### src/rtl/pulse_sample_logger.sv
// Queues 32-bit pulse-count samples and writes each one as two 16-bit words
// into an SDRAM ring region through the arbiter write port.
module pulse_sample_logger #(
    parameter logic [23:0] BASE_ADDR    = 24'h100000,
    parameter int unsigned RING_SAMPLES = 1024,
    parameter int unsigned FIFO_DEPTH   = 8,
    parameter int unsigned IW           = 10
) (
    input  logic                          clk,
    input  logic                          rst,
    input  logic                          en,
    input  logic                          iDataUpdate,
    input  logic [31:0]                   iPulseCount,
    output logic                          oWr_Req,
    output logic [23:0]                   oWr_Addr,
    output logic [15:0]                   oWr_Data,
    input  logic                          iWr_Done,
    output logic [IW-1:0]                 oWrIdx,
    output logic                          oWrapped,
    output logic                          oSampleCommit,
    output logic [15:0]                   oDropCnt,
    output logic [$clog2(FIFO_DEPTH):0]   oFifoLevel
);

    localparam int unsigned      FAW      = $clog2(FIFO_DEPTH);
    localparam logic [FAW:0]     FULL_LVL = (FAW+1)'(FIFO_DEPTH);
    localparam logic [IW-1:0]    LAST_IDX = IW'(RING_SAMPLES - 1);

    typedef enum logic [2:0] {IDLE, WR_LO, GAP, WR_HI, COMMIT} state_t;

    state_t         state, state_next;
    logic [31:0]    fifo_mem [FIFO_DEPTH];
    logic [FAW-1:0] rd_ptr, wr_ptr;
    logic [15:0]    hold_hi;
    logic           pop_c, push_c, drop_c;

    // A pop frees a slot in the same cycle, so a full FIFO still accepts then.
    assign pop_c  = (state == IDLE) && (oFifoLevel != '0);
    assign push_c = iDataUpdate && en && ((oFifoLevel != FULL_LVL) || pop_c);
    assign drop_c = iDataUpdate && en && !push_c;

    always_ff @(posedge clk) begin
        if (push_c) fifo_mem[wr_ptr] <= iPulseCount;
    end

    always_ff @(posedge clk or posedge rst) begin
        if (rst) begin
            rd_ptr     <= '0;
            wr_ptr     <= '0;
            oFifoLevel <= '0;
            oDropCnt   <= '0;
        end else begin
            if (push_c) wr_ptr <= wr_ptr + FAW'(1);
            if (pop_c)  rd_ptr <= rd_ptr + FAW'(1);
            case ({push_c, pop_c})
                2'b10:   oFifoLevel <= oFifoLevel + (FAW+1)'(1);
                2'b01:   oFifoLevel <= oFifoLevel - (FAW+1)'(1);
                default: oFifoLevel <= oFifoLevel;
            endcase
            if (drop_c && (oDropCnt != 16'hFFFF)) oDropCnt <= oDropCnt + 16'd1;
        end
    end

    always_ff @(posedge clk or posedge rst) begin
        if (rst) state <= IDLE;
        else     state <= state_next;
    end

    always_comb begin
        state_next = state;
        case (state)
            IDLE:    if (pop_c)    state_next = WR_LO;
            WR_LO:   if (iWr_Done) state_next = GAP;
            GAP:                   state_next = WR_HI;
            WR_HI:   if (iWr_Done) state_next = COMMIT;
            COMMIT:                state_next = IDLE;
            default:               state_next = IDLE;
        endcase
    end

    // The low half goes straight into oWr_Data on pop; only the high half is held.
    always_ff @(posedge clk or posedge rst) begin
        if (rst) begin
            hold_hi       <= '0;
            oWr_Req       <= 1'b0;
            oWr_Addr      <= '0;
            oWr_Data      <= '0;
            oWrIdx        <= '0;
            oWrapped      <= 1'b0;
            oSampleCommit <= 1'b0;
        end else begin
            oWr_Req       <= (state_next == WR_LO) || (state_next == WR_HI);
            oSampleCommit <= (state_next == COMMIT);
            if (pop_c) begin
                hold_hi  <= fifo_mem[rd_ptr][31:16];
                oWr_Addr <= BASE_ADDR + 24'({oWrIdx, 1'b0});
                oWr_Data <= fifo_mem[rd_ptr][15:0];
            end
            if (state == GAP) begin
                oWr_Addr <= BASE_ADDR + 24'({oWrIdx, 1'b1});
                oWr_Data <= hold_hi;
            end
            if (state == COMMIT) begin
                oWrIdx <= oWrIdx + IW'(1);
                if (oWrIdx == LAST_IDX) oWrapped <= 1'b1;
            end
        end
    end

endmodule

### config.mk
export PLATFORM = sky130hd
export DESIGN_NAME = pulse_sample_logger
export DESIGN_NICKNAME = d
export VERILOG_FILES = /design/src/rtl/pulse_sample_logger.sv
export SDC_FILE = /design/constraint.sdc
export NUM_CORES = 1
export LEC_CHECK = 0
export BUFFER_PORTS_ARGS = -buffer_cell sky130_fd_sc_hd__buf_2
export CAP_MARGIN = 5
export CORE_ASPECT_RATIO = 0.9
export CORE_MARGIN = 4
export CORE_UTILIZATION = 55
export CTS_CLUSTER_DIAMETER = 200
export DETAILED_ROUTE_END_ITERATION = 8
export PLACE_DENSITY = 0.73
export SYNTH_ARGS = -nofsm -noshare
export SYNTH_HDL_FRONTEND = slang
export SYNTH_SLANG_ARGS = --single-unit
### constraint.sdc
create_clock -name clk -period 8.1 [get_ports clk]
set_clock_uncertainty 0.2 [all_clocks]
set_input_delay 0.405 -clock clk [delete_from_list [all_inputs] [get_ports clk]]
set_output_delay 0.405 -clock clk [all_outputs]
set_load 0.02 [all_outputs]
==> results of run 1 <==
## state kept, by name, summed over array words and instances (netlist names)
register,flops
oSampleCommit,1
oWrapped,1
oWr_Addr,12
rd_ptr,3
fifo_mem,256
state,3
wr_ptr,3
oWr_Req,1
oFifoLevel,4
hold_hi,16
oDropCnt,16
oWr_Data,16
oWrIdx,10
## worst min path at each step
stage / end / cells after the start
finish: state[2] / 3
global route: state[2] / 3
CTS: state[2] / 3
detailed placement: oWrapped / 1
global placement: oFifoLevel[0] / 2
floorplan: hold_hi[0] / 2
## power by group through the flow
stage	Sequential, mW	Clock (mW)	Combinational [mW]
finish	2.31	1.75	1.48
global placement	2.33	0	1.46
detailed placement	2.35	0	1.50
floorplan	2.36	0	1.08
CTS	2.32	1.78	1.51
global route	2.34	1.87	1.62
## final cells by class
type	instances	area [um2]
Sequential cell	342	9850
Fill cell	1611	8290
Multi-Input combinational cell	329	3450
Clock buffer	43	957
Timing Repair Buffer	142	906
Tap cell	308	385
Clock inverter	21	327
Inverter	7	27.5
## logic make-up (layout without fill, tap and decap cells)
family,count (synthesis),after routing,share of synthesized area
compound gates,44,44,0.0252
xor+xnor,29,29,0.0189
fa+ha+maj,7,7,0.00707
buf+inv,48,213,0.0203
flops,342,342,0.731
mux,115,115,0.147
other cells,1,12,0.000279
simple gates,122,122,0.0498
## metal layers
layer	share of wire	vias up	routed length, um
met3	0.060	38	1550
met2	0.48	234	12500
met4	0.017	0	446
li1	-	3079	-
met5	0	-	0
met1	0.44	3605	11300
## layout by cell type, fill, tap and decap left out, types with 3 or more instances in the layout
master	synthesis	layout
xnor2_1	11	11
dfrtp_1	86	83
clkinv_2	0	7
conb_1	1	12
or3_1	4	4
o21ai_0	17	17
mux2_2	11	11
inv_1	6	5
nor2_1	25	22
nor2_4	1	4
bufinv_16	0	8
a221o_1	16	16
nand2b_1	5	5
dlygate4sd3_1	0	33
clkbuf_8	0	3
nand4_1	5	5
buf_2	11	97
buf_4	13	12
clkbuf_1	8	4
edfxtp_1	256	256
mux2_4	3	3
ha_1	6	6
clkbuf_16	0	36
mux4_2	64	64
nor3_2	1	5
clkinvlp_4	0	3
nor4_1	6	4
a21oi_1	3	3
mux2i_1	35	35
nand2_1	35	35
nor4_2	5	7
nand3_1	8	8
nor3_1	11	7
xor2_1	18	18
## worst max-delay path: cells and delay by family (launching register included)
kind             cells  cell delay [ns]
AO/OA/AOI/OAI        1             0.46
flip-flops           1             0.45
AND/OR/NAND/NOR      3             1.75
## metrics by stage
stage	utilization	power (mW)	hold slack (ns)	area, um2
floorplan	-	3.44	0.250	13500
global placement	0.591	3.79	0.246	14300
detailed placement	0.591	3.84	0.255	14300
CTS	0.657	5.61	0.0120	15900
global route	0.657	5.83	0.0487	15900
finish	0.657	5.55	0.0296	15900
==> flow_summary.json, run 1 <==
{
  "cts_buffers": 35,
  "synth_most_common_cell": "edfxtp_1",
  "regToRegEndpoint": "fifo_mem[7][7]",
  "grt_pass1_wl_mm": 40.9,
  "clock-sinks": 342,
  "drive_above_1_share": 0.314,
  "grt_pass1_vias": 7167,
  "p_clk_frac": 0.316,
  "p_comb_frac": 0.267,
  "syn_inst": 708,
  "ys.flop_type": "edfxtp_1",
  "post_cts_buffers": 0,
  "nets": 901,
  "gp_congestion": 0.832,
  "port_buffers": 97,
  "cts_root_buffer": "clkbuf_16",
  "gr-total-overflow": 0,
  "initial_core_util": 0.556,
  "rsz0062_at_grt": "no",
  "worst_slack_ns": 4.83,
  "io_pins": 110,
  "finalSetupTns_ns": 0,
  "rows": 54,
  "vias": 6956,
  "critPathLaunch": "state[2]",
  "r2r_slack_ns": 4.83,
  "endpoint": "fifo_mem[7][7]",
  "switching_power_mw": 1.64,
  "fmax_ghz": 0.305,
  "required_ns": 8.02,
  "p_int_mw": 3.91,
  "ir_worst_vdd_v": 0.000251,
  "crit_slowest_cell": "nor2_4",
  "pre_cts_ws_ns": 4.84,
  "finalHoldViolCount": 0,
  "critPathLaunchType": "flop",
  "detail_route.vias_per_cell": 5.84,
  "wirelength_mm": 25.8,
  "synthesis.area_um2": 13500,
  "timing.final.crit_period_ns": 3.27,
  "die_width_um": 173,
  "synth-warning-count": 0,
  "r2r-start": "state[2]",
  "htreeDepth": 2,
  "grt_use_met2": 0.322,
  "hold_path.class": "input port to flop",
  "drc_errors": 0,
  "cts-resized-gates": 0,
  "path_clk_slew_ns": 0.07,
  "crit_type": "flop to flop",
  "cp_cell_sequence": "or3_4 -> a31oi_1 -> nand2_1 -> nor2_4",
  "antenna_found_initial": 0,
  "cp_max_fo": 32,
  "die_area_um2": 27000,
  "grtUsageMet3": 0.0362,
  "dp.final_hpwl_mm": 14.6,
  "cpPeakStageDelay_ns": 0.96,
  "synth_seq_cells": 342,
  "use_met1": 0.274,
  "cp-end-kind": "flop",
  "max_slew.worst_pin.slew_ns": 1.15,
  "synth-edff-count": 256,
  "clock_latency_ns": 0.52,
  "antenna_left": 0,
  "setup_violations": 0,
  "ys_top_cells_by_count": "edfxtp_1 (256), dfrtp_1 (86), mux4_2 (64), mux2i_1 (35), nand2_1 (35)",
  "core_area_um2": 24200,
  "ff2ff_path_depth": 4,
  "first_iter_violations": 601,
  "cap_violations": 0,
  "n_antenna_cell": 0,
  "status": "finished clean",
  "slew_violations": 0,
  "clk_path_buf_depth": 3,
  "grt_max_degree": 67,
  "power_leakage_nw": 5.97,
  "ctsHoldBuffers": 33,
  "fin_crit_sh": 0.404,
  "power_density_nw_per_um2": 349,
  "netlist.area_leader.share": 0.571,
  "async_reset_ff_frac": 0.251,
  "synth_area_leaders": "edfxtp_1 (57%), dfrtp_1 (16%), mux4_2 (11%), mux2i_1 (2.6%), a221o_1 (1.2%)",
  "area_growth_pct": 18.1,
  "routedWlPerCell_um": 21.7,
  "dr.pass1.iters": 5,
  "cp.arrival_ns": 3.20,
  "syn_avg_cell_area_um2": 19.0,
  "tritoncts": "built",
  "synth_seq_area_share": 0.731,
  "hold_start": "iWr_Done",
  "grt_util_all_layers": 0.194,
  "synth_top_area_cell": "edfxtp_1",
  "die_y_um": 156,
  "p_sw_frac": 0.295,
  "placed_cells": 1095,
  "slew_headroom": 0.230,
  "final_cells": 1192,
  "p_seq_frac": 0.417,
  "synth.lib_cells_used.distinct": 52,
  "top_usage_layer": "met2"
}
No activity file was read; power rests on OpenSTA's default activity.
==> run 2: changes to the inputs <==
Settings changed: ABC_AREA set to 1, CORE_UTILIZATION 55 to 54, PLACE_DENSITY 0.73 to 0.75.
Clock period 8.1 ns to 2.79 ns, I/O delays scaled along.
==> flow_summary.json, run 2 <==
{
  "multi_input_area_um2": 3730,
  "cts_root_buffer": "clkbuf_16",
  "netlist.area_leader.share": 0.545,
  "die_y_um": 161,
  "core_area_um2": 25500,
  "p_int_mw": 10.5,
  "drc_errors": 0,
  "p_seq_frac": 0.405,
  "hold_path.class": "input port to flop",
  "critPathLaunchType": "flop",
  "n_antenna_cell": 0,
  "slew_violations": 0,
  "initial_core_util": 0.554,
  "max_slew.worst_pin.slew_ns": 0.687,
  "p_clk_frac": 0.263,
  "switching_power_mw": 6.07,
  "die_area_um2": 28800,
  "cp-end-kind": "flop",
  "area_growth_pct": 17.0,
  "wirelength_mm": 31.7,
  "rows": 55,
  "dp.final_hpwl_mm": 19.3,
  "setup_violations": 0,
  "finalHoldViolCount": 0,
  "synth_seq_area_share": 0.698,
  "fillCellCount": 1900,
  "io_pins": 110,
  "largest-register": "fifo_mem",
  "p_comb_frac": 0.332,
  "post-route-util": 0.648,
  "power_leakage_nw": 6.40,
  "grt_pass1_wl_mm": 49.9,
  "antenna_left": 0,
  "syn_avg_cell_area_um2": 11.5,
  "async_reset_ff_frac": 0.251,
  "seq_area_um2": 9840,
  "final_cells": 1729,
  "cts_buffers": 35,
  "synth_seq_cells": 342,
  "synth.lib_cells_used.distinct": 32,
  "post_cts_buffers": 0,
  "ys.flop_type": "edfxtp_1",
  "cap_violations": 0,
  "detail_route.vias_per_cell": 5.56,
  "nets": 1407,
  "grt_max_degree": 130,
  "clk_path_buf_depth": 3,
  "layout_common_cells": "edfxtp_1 (256), nor2_1 (217), nand2_1 (173)",
  "path_clk_slew_ns": 0.06,
  "rsz0062_at_grt": "no",
  "status": "finished clean",
  "power_density_nw_per_um2": 1000,
  "pre_cts_ws_ns": 0.466,
  "htreeDepth": 2,
  "ir_worst_vdd_v": 0.000580,
  "synth-edff-count": 256,
  "antenna_found_initial": 0,
  "final_common_cell": "edfxtp_1",
  "synth-warning-count": 0,
  "cp.arrival_ns": 2.30,
  "drive_above_1_share": 0.149,
  "crit_type": "flop to flop",
  "placed_cells": 1633,
  "dr.pass1.iters": 5,
  "clock-sinks": 342,
  "p_sw_frac": 0.366,
  "clock_latency_ns": 0.51,
  "ys_top_cells_by_count": "edfxtp_1 (256), nor2_1 (221), nand2_1 (173), o21ai_0 (135), dfrtp_1 (86)",
  "grt_util_all_layers": 0.219,
  "timing.final.crit_period_ns": 2.34,
  "cp_max_fo": 22,
  "gr-total-overflow": 0,
  "vias": 9617,
  "required_ns": 2.76,
  "syn_inst": 1222,
  "die_width_um": 178,
  "routedWlPerCell_um": 18.3,
  "fin_crit_sh": 0.837,
  "synth_top_area_cell": "edfxtp_1",
  "fmax_ghz": 0.428,
  "grt_pass1_vias": 9172,
  "tritoncts": "built",
  "synth_area_leaders": "edfxtp_1 (55%), dfrtp_1 (15%), nor2_1 (5.9%), o21ai_0 (4.8%), nand2_1 (4.6%)",
  "synth_most_common_cell": "edfxtp_1",
  "largest_reg_flops": 256,
  "slew_headroom": 0.541,
  "synthesis.area_um2": 14100,
  "gp_congestion": 0.817,
  "first_iter_violations": 1032,
  "port_buffers": 97,
  "worst_slack_ns": 0.454
}
run 2: cell count changes in the layout (fill, tap and decap cells not counted), moves of 57 or more:
| cell | delta |
|---|---|
| mux4_2 | -64 |
| nand2_1 | +138 |
| nand3_1 | +71 |
| nor2_1 | +195 |
| o211ai_1 | +57 |
| o21ai_0 | +118 |
run 2: critical path, stage by stage (launching register included):
cell     delay (ns)
dfrtp_1        0.49
nor2_8         0.17
nand2_4        0.06
nand2_2        0.14
nand3_1        0.35
nor2_4         0.21
buf_4          0.37
run 2: area by class of cell:
cell class,instances,share of cell area
timing repair buffer,168,0.0739
tap,342,0.0259
clock buffer,46,0.0588
clock inverter,15,0.00546
inverter,56,0.0129
multi-input combinational,760,0.226
sequential,342,0.597
run 2: kinds of logic (layout without fill, tap and decap cells):
family                   Yosys count  count (layout)  share of synthesized area
buffers and inverters            131             285                     0.0460
AND/OR/NAND/NOR                  504             504                      0.148
XOR/XNOR                          22              22                     0.0137
adder cells (fa/ha/maj)            7               7                    0.00674
AO/OA/AOI/OAI                    215             215                     0.0878
other                              1              12                   0.000266
flip-flops                       342             342                      0.698
run 2: path summary, 6_finish.rpt:
kind,startpoint,end,slack [ns],cells past startpoint
hold / removal,en,wr_ptr[2],0.04,5
max in group asynchronous,rst,rd_ptr[0],1.16,5
min in group asynchronous,rst,oWr_Data[10],0.55,4
hold reg to reg,oWr_Addr[3],oWr_Addr[3],0.26,2
setup reg to reg,state[2],fifo_mem[6][3],0.45,6
setup / recovery,state[2],fifo_mem[6][3],0.45,6
run 2: per-stage QoR:
step / hold slack (ns) / total power, mW / setup TNS, ns / instance area [um2]
5_1_grt: 0.0598 / 17.6 / 0 / 16500
4_1_cts: 0.0132 / 16.6 / 0 / 16500
3_3_place_gp: -0.0570 / 12.1 / 0 / 15100
6_report: 0.0430 / 16.6 / 0 / 16500
3_5_place_dp: -0.0462 / 12.2 / 0 / 15100
2_1_floorplan: 0.0384 / 10.5 / -38.61 / 14200
run 2: power groups by stage:
stage                     sequential (mW)  combinational (mW)  clock, mW
final                                6.72                5.50       4.35
after global routing                 6.78                6.15       4.65
after CTS                            6.70                5.52       4.42
after detailed placement             6.80                5.43          0
after global placement               6.77                5.30          0
after floorplan                      6.94                3.59          0
run 2: what timing repair did:
| item | CTS | global route |
|---|---|---|
| hold buffers | 35 | 0 |
| hold endpoints to repair | 347 | 0 |
| gates resized for setup | 0 | 0 |
run 2: routing by layer:
metal	routed length, um	GRT usage
met1	13600	0.318
met2	14900	0.346
met3	2610	0.0419
met4	563	0.0572
met5	0	0
==> run 3: changes to the inputs <==
Settings changed: CORE_UTILIZATION 54 to 55, PLACE_DENSITY 0.75 to 0.73.
Clock period 2.79 ns to 2.35 ns, I/O delays scaled along.
==> flow_summary.json, run 3 (synthesis results as in run 2) <==
{
  "detail_route.vias_per_cell": 5.54,
  "grt_pass1_wl_mm": 51.2,
  "nets": 1410,
  "clock-sinks": 342,
  "path_clk_slew_ns": 0.06,
  "fillCellCount": 1830,
  "cpLargestDelayFamily": "simple AND/OR/NAND/NOR gates",
  "cts_buffers": 36,
  "violations": "negative hold slack",
  "io_pins": 110,
  "timing.final.crit_period_ns": 2.23,
  "clock_latency_ns": 0.51,
  "antenna_left": 0,
  "layout_common_cells": "edfxtp_1 (256), nor2_1 (217), nand2_1 (172)",
  "slew_headroom": 0.570,
  "setup_violations": 0,
  "power_density_nw_per_um2": 1200,
  "clk_path_buf_depth": 3,
  "max_slew.worst_pin.slew_ns": 0.644,
  "first_iter_violations": 859,
  "antenna_found_initial": 0,
  "wirelength_mm": 32.1,
  "vias": 9601,
  "cp_max_fo": 26,
  "cts_root_buffer": "clkbuf_16",
  "dp.final_hpwl_mm": 19.1,
  "largest-register": "fifo_mem",
  "die_y_um": 160,
  "crit_type": "flop to flop",
  "rows": 55,
  "hold_path.class": "input port to flop",
  "die_width_um": 177,
  "die_area_um2": 28300,
  "finalHoldViolCount": 2,
  "post-route-util": 0.663,
  "gp_congestion": 0.849,
  "cpPeakStageDelay_ns": 0.46,
  "multi_input_area_um2": 3760,
  "routedWlPerCell_um": 18.5,
  "pre_cts_ws_ns": 0.148,
  "area_growth_pct": 18.4,
  "final_common_cell": "edfxtp_1",
  "slew_violations": 0,
  "initial_core_util": 0.560,
  "cp_cell_sequence": "inv_1 -> nand3_1 -> nor2_4 -> buf_12",
  "gr-total-overflow": 0,
  "grt_pass1_vias": 9417,
  "ir_worst_vdd_v": 0.000730,
  "htreeDepth": 2,
  "holdWs_ns": -0.0117,
  "port_buffers": 97,
  "cp.depth": 4,
  "grt_max_degree": 79,
  "cp-end-kind": "flop",
  "n_antenna_cell": 0,
  "dr.pass1.iters": 5,
  "drc_errors": 0,
  "power_mw": 20.1,
  "finalSetupTns_ns": 0,
  "seq_area_um2": 9850,
  "final_area_um2": 16700,
  "fin_crit_sh": 0.948,
  "rsz0062_at_grt": "no",
  "cp.arrival_ns": 2.22,
  "post_cts_buffers": 0,
  "status": "complete, but fails checks",
  "critPathLaunchType": "flop",
  "largest_reg_flops": 256,
  "ff2ff_path_depth": 4,
  "core_area_um2": 25200,
  "crit_slowest_cell": "nand3_1",
  "hold_path_depth": 6,
  "crit_buf_inv": 2,
  "fmax_ghz": 0.449,
  "tritoncts": "built",
  "grt_util_all_layers": 0.227,
  "required_ns": 2.34,
  "placed_area_um2": 15200,
  "drive_above_1_share": 0.154,
  "cap_violations": 0,
  "power_leakage_nw": 6.45,
  "worst_slack_ns": 0.122
}
[run 3: worst reg2reg max path, delay by kind of cell (launching register included)]
kind	cells	cell delay (ns)
flops	1	0.41
simple gates	2	0.73
buf+inv	2	0.56
[run 3: path summary, 6_finish.rpt]
path | start | end | slack (ns)
min in group asynchronous | rst | oWr_Req | 0.05
max in group asynchronous | rst | rd_ptr[1] | 1.31
min | en | oFifoLevel[2] | -0.01
min reg2reg | oWr_Addr[9] | oWr_Addr[9] | 0.27
max reg2reg | wr_ptr[0] | fifo_mem[4][4] | 0.12
max | wr_ptr[0] | fifo_mem[4][4] | 0.12
[run 3: metrics by stage]
step | hold slack [ns] | instances
global placement | 0.0421 | 1636
finish | -0.0117 | 1734
floorplan | 0.0164 | 1233
CTS | 0.0326 | 1734
detailed placement | 0.0361 | 1636
global route | 0.0364 | 1734
[run 3: cell type report]
| cell class | count | area share |
|---|---|---|
| repair buffers | 170 | 0.0797 |
| well taps | 342 | 0.0256 |
| clock buffers | 57 | 0.0617 |
| multi-input cells | 760 | 0.225 |
| flip-flops and latches | 342 | 0.590 |
| clock inverters | 7 | 0.00510 |
| inverters | 56 | 0.0129 |
[run 3: repair_timing]
item | in CTS | in global routing
endpoints found under the setup margin | 0 | 1
hold buffers | 34 | 0
gates resized for setup | 0 | 1
endpoints found under the hold margin | 347 | 0
[run 3: where the power goes]
| group | total, mW | switching [mW] | internal [mW] |
|---|---|---|---|
| combinational | 6.72 | 4.54 | 2.18 |
| sequential | 7.99 | 0.596 | 7.40 |
| clock | 5.38 | 2.16 | 3.22 |
[run 3: routing by layer]
metal	global-route usage	vias up	part of all wire
met5	0	-	0
met3	0.0308	56	0.072
met1	0.331	4645	0.44
li1	-	4514	-
met2	0.364	386	0.47
met4	0.0654	0	0.024
